## config.mk

```make
export PLATFORM = sky130hd
export DESIGN_NAME = led_sequencer
export DESIGN_NICKNAME = d
export VERILOG_FILES = /design/src/rtl/led_pkg.sv /design/src/rtl/tick_gen.sv /design/src/rtl/led_sequencer.sv
export SDC_FILE = /design/constraint.sdc
export NUM_CORES = 1
export LEC_CHECK = 0
export ABC_AREA = 1
export ABC_CLOCK_PERIOD_IN_PS = 4000
export CAP_MARGIN = 20
export CORE_ASPECT_RATIO = 1.1
export CORE_UTILIZATION = 60
export DETAILED_ROUTE_END_ITERATION = 8
export PLACE_DENSITY = 0.82
export SLEW_MARGIN = 20
export SYNTH_ARGS = -nofsm -noshare
export SYNTH_HDL_FRONTEND = slang
export SYNTH_HIERARCHICAL = 1
export SYNTH_SLANG_ARGS = --single-unit
```

## constraint.sdc

```tcl
create_clock -name CLK_12_MHZ -period 4 [get_ports CLK_12_MHZ]
set_clock_uncertainty 0.2 [all_clocks]
set_input_delay 0.4 -clock CLK_12_MHZ [delete_from_list [all_inputs] [get_ports CLK_12_MHZ]]
set_output_delay 0.4 -clock CLK_12_MHZ [all_outputs]
set_load 0.03 [all_outputs]
```

## src/rtl/led_pkg.sv

```systemverilog
// Shared encodings for the LED pattern sequencer.
package led_pkg;

    typedef enum logic [1:0] {
        MODE_SHIFT  = 2'd0,
        MODE_COUNT  = 2'd1,
        MODE_CHASE  = 2'd2,
        MODE_BOUNCE = 2'd3
    } mode_t;

    typedef enum logic {
        DIR_UP   = 1'b0,
        DIR_DOWN = 1'b1
    } dir_t;

    // Init patterns are either all-zeros or a single lit bit 0.
    function automatic logic init_lit(mode_t m);
        return (m == MODE_CHASE) || (m == MODE_BOUNCE);
    endfunction

endpackage

```

## src/rtl/tick_gen.sv

```systemverilog
// Free-running prescaler; tick marks the last count of each 2^DIV_BITS period.
module tick_gen #(
    parameter int DIV_BITS = 21
) (
    input  logic CLK_12_MHZ,
    input  logic RST,
    input  logic enable,
    input  logic clear,
    output logic tick
);

    logic [DIV_BITS-1:0] count;

    always_ff @(posedge CLK_12_MHZ or posedge RST) begin
        if (RST)
            count <= '0;
        else if (clear)
            count <= '0;
        else if (enable)
            count <= count + DIV_BITS'(1);
    end

    // A pending clear (mode change) swallows the tick of that cycle.
    assign tick = enable && !clear && (&count);

endmodule

```

## src/rtl/led_sequencer.sv

```systemverilog
// Pattern generator for a row of LEDs; advances one pattern step per prescaler period.
module led_sequencer
    import led_pkg::*;
#(
    parameter int NUM_LEDS = 4,
    parameter int DIV_BITS = 21
) (
    input  logic                CLK_12_MHZ,
    input  logic                RST,
    input  logic                enable,
    input  logic [1:0]          mode,
    output logic [NUM_LEDS-1:0] leds,
    output logic                step
);

    mode_t               mode_in, mode_q;
    dir_t                dir_q, dir_d;
    logic [NUM_LEDS-1:0] leds_d;
    logic                mode_chg;
    logic                tick;

    assign mode_in  = mode_t'(mode);
    assign mode_chg = (mode_in != mode_q);

    tick_gen #(
        .DIV_BITS(DIV_BITS)
    ) u_tick (
        .CLK_12_MHZ(CLK_12_MHZ),
        .RST       (RST),
        .enable    (enable),
        .clear     (mode_chg),
        .tick      (tick)
    );

    always_ff @(posedge CLK_12_MHZ or posedge RST) begin
        if (RST) begin
            mode_q <= MODE_SHIFT;
            dir_q  <= DIR_UP;
            leds   <= '0;
        end else begin
            mode_q <= mode_in;
            dir_q  <= dir_d;
            leds   <= leds_d;
        end
    end

    // Mode change wins over a coincident tick and loads regardless of enable.
    always_comb begin
        leds_d = leds;
        dir_d  = dir_q;
        if (mode_chg) begin
            leds_d = {{(NUM_LEDS-1){1'b0}}, init_lit(mode_in)};
            dir_d  = DIR_UP;
        end else if (tick) begin
            case (mode_q)
                MODE_SHIFT:  leds_d = {leds[NUM_LEDS-2:0], ~leds[0]};
                MODE_COUNT:  leds_d = leds + NUM_LEDS'(1);
                MODE_CHASE:  leds_d = {leds[NUM_LEDS-2:0], leds[NUM_LEDS-1]};
                MODE_BOUNCE: begin
                    // At an end the step reverses and moves away; it never holds.
                    if (dir_q == DIR_UP) begin
                        if (leds[NUM_LEDS-1]) begin
                            dir_d  = DIR_DOWN;
                            leds_d = leds >> 1;
                        end else begin
                            leds_d = leds << 1;
                        end
                    end else begin
                        if (leds[0]) begin
                            dir_d  = DIR_UP;
                            leds_d = leds << 1;
                        end else begin
                            leds_d = leds >> 1;
                        end
                    end
                end
                default: leds_d = leds;
            endcase
        end
    end

    always_comb begin
        step = tick;
    end

endmodule

```

; Yosys cells after proc, flatten, opt, wreduce, memory -nomap -nowiden
; Cells that the tools add are included.
[word_totals]
register_bits = 28
latchBits = 0
mem_bits_rw = 0
romBits = 0
in_bits = 5
output_inout_bits = 5
wordCells = 37
mem_count = 0
[classes]
addsub = 2
multipliers = 0
n_div = 0
magnitude_cmp = 0
eq_ne = 6
shift = 0
muxes = 14
bitwise = 1
reduce_logical = 10
[ops]
columns = operator, n
row1 = 2-to-1 mux 21 bit, 2
row2 = "adder 21 x 1 -> 21 bit, second input constant", 1
row3 = AND reduction 21 bit, 1
row4 = 2-to-1 mux 4 bit, 5
row5 = case mux 4 bit (4 select lines), 1
row6 = "== test 2 bit, second input constant", 4
row7 = 2-to-1 mux 1 bit, 6
row8 = nonzero test 2 bit, 3
row9 = "adder 4 x 1 -> 4 bit, second input constant", 1
row10 = "== test 2 x 1 -> 1 bit, second input constant", 1
row11 = logical AND 1 bit, 2
row12 = logical NOT 2 bit, 1
row13 = != test 2 bit, 1
row14 = AND reduction 2 bit, 1
row15 = logical NOT 1 bit, 1
row16 = logical OR 1 bit, 1
row17 = inverter 1 bit, 1

; Logic depth before layout (Yosys ltp)
[logic_depth]
word_depth = 6
mapped_depth = 14
ltp_nobuf = 13

; By module
; Netlist, hierarchy kept.
[modules_own_cells]
columns = mod, n_inst, cells_per_inst, area_per_inst_um2, seq_area_each_um2
row1 = tick_gen, 1, 174, 1214.9, 525.5
row2 = led_sequencer, 1, 91, 553.0, 175.2

; Least setup slack after synthesis
; OpenSTA, ideal clock, no wires.
[synth_path]
kind = reg-to-reg
start = reg u_tick.count[0]
end = reg leds[0]
setup_ps = 117
arrival_time_ps = 1926
required_time_ps = 3683
slack_ps = 1756
stages_incl_launch_ff = 13
n_path_buf = 0
period_less_slack_ps = 2244
cell_sequence = dfrtp_1 > ha_1 > nand2_1 > nor2_2 > nand2_1 > nor2_2 > nand2_1 > nor2_1 > inv_1 > nand3_1 > inv_1 > nand2_1 > nand2_1
[synth_between]
elab_chain_cells = 3
[synth_lines]
columns = item, line
row1 = from (decl), tick_gen.sv:12  ; logic [DIV_BITS-1:0] count;
row2 = from (signal assigned), tick_gen.sv:20  ; count <= count + DIV_BITS'(1);
row3 = AND reduction 21 bit, tick_gen.sv:24  ; assign tick = enable && !clear && (&count);
row4 = logical AND 1 bit, tick_gen.sv:24
row5 = named net step, led_sequencer.sv:13  ; output logic step
row6 = nonzero test 2 bit (no line), -
row7 = to (signal assigned), led_sequencer.sv:43  ; leds <= leds_d;
row8 = to (decl), led_sequencer.sv:12  ; output logic [NUM_LEDS-1:0] leds,
; The timed path passes the listed nets, and every way through them passes these cells.
; A chain may end at the register's enable or synchronous reset.

; Worst setup path after layout
[layout_path]
start = reg u_tick.count[0]
end = out step
[layout_between]
elab_chain_cells = 2
[layout_lines]
columns = item, line
row1 = AND reduction 21 bit, tick_gen.sv:24
row2 = logical AND 1 bit, tick_gen.sv:24
row3 = to (decl), led_sequencer.sv:13
; No other way between the ends.

==> impl_metrics.py <==
metrics = {
    "outcome": {
        "outcome": "finished clean",
    },
    "sta": {
        "setup_viol": 0,
        "min_period_ns": 2.96,
        "setup_slack_ns": 1.04,
        "rsz0062_at_grt": "no",
        "final.setup.tns_ns": 0,
        "hold_viol": 0,
        "max-slew-margin-rel": 0.454,
        "timing.fmax_ghz": 0.338,
        "fin_crit_sh": 0.740,
        "drv_slew": 0,
        "hold_slack_ns": 0.121,
        "tightest_slew_ns": 0.817,
    },
    "worst_setup_path": {
        "start_kind": "flop",
        "r2r_cells": 12,
        "crit_required_ns": 3.40,
        "critical_path_class": "reg2out",
        "cp_max_fo": 5,
        "end_kind": "output pin",
        "cp.arrival_ns": 2.36,
    },
    "placed_design": {
        "portBuffers": 9,
        "hpwl_um": 2610,
        "place_area_mm2": 0.00189,
        "dp_slack_ns": 1.19,
        "place_inst": 305,
        "gp_congestion": 0.894,
    },
    "pwr": {
        "peakVddDrop_mv": 0.212,
        "p_per_area_mw_per_mm2": 246,
        "power_leakage_nw": 0.882,
    },
    "clocking": {
        "clk_pin_slew_ns": 0.15,
        "cts_tree": "done",
        "cts_buffer_depth": 2,
        "clockRootBuffer": "clkbuf_4",
        "clock_sinks": 28,
        "post-cts-setup-buffer-count": 0,
        "htree_levels": 1,
        "clock_latency_ns": 0.32,
        "hold_buffers": 0,
        "ctsResizeCount": 0,
        "cts-buffers-inserted": 3,
    },
    "synthesis": {
        "yosysSeqAreaShare": 0.396,
        "ys.flop_type": "dfrtp_1",
        "synthArstFlopShare": 1.00,
        "synthesis.nets": 273,
        "synth_cell_types": 23,
        "avgSynthCellArea_um2": 6.67,
        "ys_warn_count": 6,
        "syn-cell-area_mm2": 0.00177,
        "syn_inst": 265,
        "synth-seq-cells": 28,
        "synth-edff-count": 0,
    },
    "flow_run": {
        "max_cap_violations": 0,
    },
    "floorplan": {
        "die_area_mm2": 0.00317,
        "core_mm2": 0.00278,
        "die_h_um": 58.9,
        "pin_count": 10,
        "start_util": 0.636,
        "fp.dieW_um": 53.8,
        "core.rowCount": 20,
    },
    "final_layout": {
        "drive_above_1_share": 0.0870,
        "fin_cells": 309,
        "syn_to_final_growth_pct": 8.85,
        "num_antenna_cells": 0,
        "design_area_mm2": 0.00192,
        "fin_nets": 285,
    },
    "global_route": {
        "grt_max_degree": 22,
        "grt_overflow_total": 0,
        "grt_pass1_wl_um": 5840,
        "antenna_found_initial": 0,
        "grt_pass1_vias": 1373,
        "grt_use_total": 0.249,
    },
    "routing": {
        "via_per_inst": 5.06,
        "drtPass1Iterations": 5,
        "via_count": 1562,
        "detail-route-antenna-nets": 0,
        "drc": 0,
        "wl_per_cell_um": 11.1,
        "drt_wl_total_um": 3430,
        "drt_iter0_drc": 60,
    },
    "min_path": {
        "hp-class": "in2async",
    },
}
## sequential cells by signal, summed over array words and instances, names as in the netlist
register,cells
mode_q,2
leds,4
u_tick/count,21
dir_q,1
## report_power, final
part | internal [W] | switching [W] | total, W
registers | 0.000286 | 0.00000678 | 0.000293
clock network | 0.0000556 | 0.0000791 | 0.000135
logic | 0.0000154 | 0.0000307 | 0.0000461
total | 0.000357 | 0.000117 | 0.000474
## placed cells by master, fill, tap and decap left out, drive strengths merged
cell           count
a21oi             12
and2               1
and3               1
buf                1
clkbuf             4
clkdlybuf4s50      9
dfrtp             28
ha                 3
inv               39
nand2             85
nand3             23
nand4              3
nor2              45
nor3               6
nor3b              1
o21ai             14
or2                1
## through the flow
step           utilization  power (W)
3_5_place_dp         0.680   0.000344
4_1_cts              0.693   0.000480
6_report             0.693   0.000474
2_1_floorplan            -   0.000329
5_1_grt              0.693   0.000500
3_3_place_gp         0.680   0.000344
## kinds of logic after synthesis
logic type | synth area share
fa+ha+maj | 0.0212
compound gates | 0.0736
flops | 0.396
simple gates | 0.415
buf+inv | 0.0934
## worst max-delay path, cell delays in order (launching register included)
cell and delay (ns):
dfrtp_1 0.44, ha_1 0.20, nand2_1 0.08, nor2_2 0.12, nand2_1 0.10, nor2_2 0.17
nand2_1 0.06, nor2_1 0.17, clkdlybuf4s50_1 0.70
## metal layers
metal | vias to the layer above | share of wire | track usage
li1 | 847 | - | -
met1 | 684 | 0.53 | 0.381
met2 | 29 | 0.43 | 0.372
met3 | 2 | 0.033 | 0.0310
met4 | 0 | 0.0061 | 0.0564
met5 | - | 0 | 0
## final cells by class
type                    instances  area, um^2
clock buffers                   4        36.3
fillers                       241         853
inverters                      39         146
multi-input cells             195         902
flip-flops and latches         28         701
well taps                      33        41.3
repair buffers                 10        97.6
## synth_stat cells (2+ instances only)
| library cell | n | area [um^2] |
|---|---|---|
| nand4_1 | 3 | 18.8 |
| nor2_2 | 4 | 25.0 |
| nand2_2 | 5 | 31.3 |
| nor2_4 | 2 | 22.5 |
| inv_1 | 35 | 131 |
| nand3_2 | 2 | 20.0 |
| ha_1 | 3 | 37.5 |
| nor2_1 | 39 | 146 |
| buf_4 | 2 | 15.0 |
| dfrtp_1 | 28 | 701 |
| a21oi_1 | 12 | 60.1 |
| nand3_1 | 21 | 105 |
| nor3_1 | 6 | 30.0 |
| o21ai_0 | 13 | 65.1 |
| inv_2 | 4 | 15.0 |
| nand2_1 | 79 | 297 |
## final timing paths
path                                               from                            to  slack [ns]
max                         u_tick/count[0]$_DFFE_PP0P_                          step        1.04
min                                                 RST           leds[2]$_DFFE_PP0P_        0.12
max reg2reg                 u_tick/count[0]$_DFFE_PP0P_           leds[2]$_DFFE_PP0P_        1.92
min reg2reg                u_tick/count[20]$_DFFE_PP0P_  u_tick/count[20]$_DFFE_PP0P_        0.31
max in group asynchronous                           RST   u_tick/count[7]$_DFFE_PP0P_        2.75
min in group CLK_12_MHZ    u_tick/count[20]$_DFFE_PP0P_  u_tick/count[20]$_DFFE_PP0P_        0.31
Power figures use the tool's default switching activity.
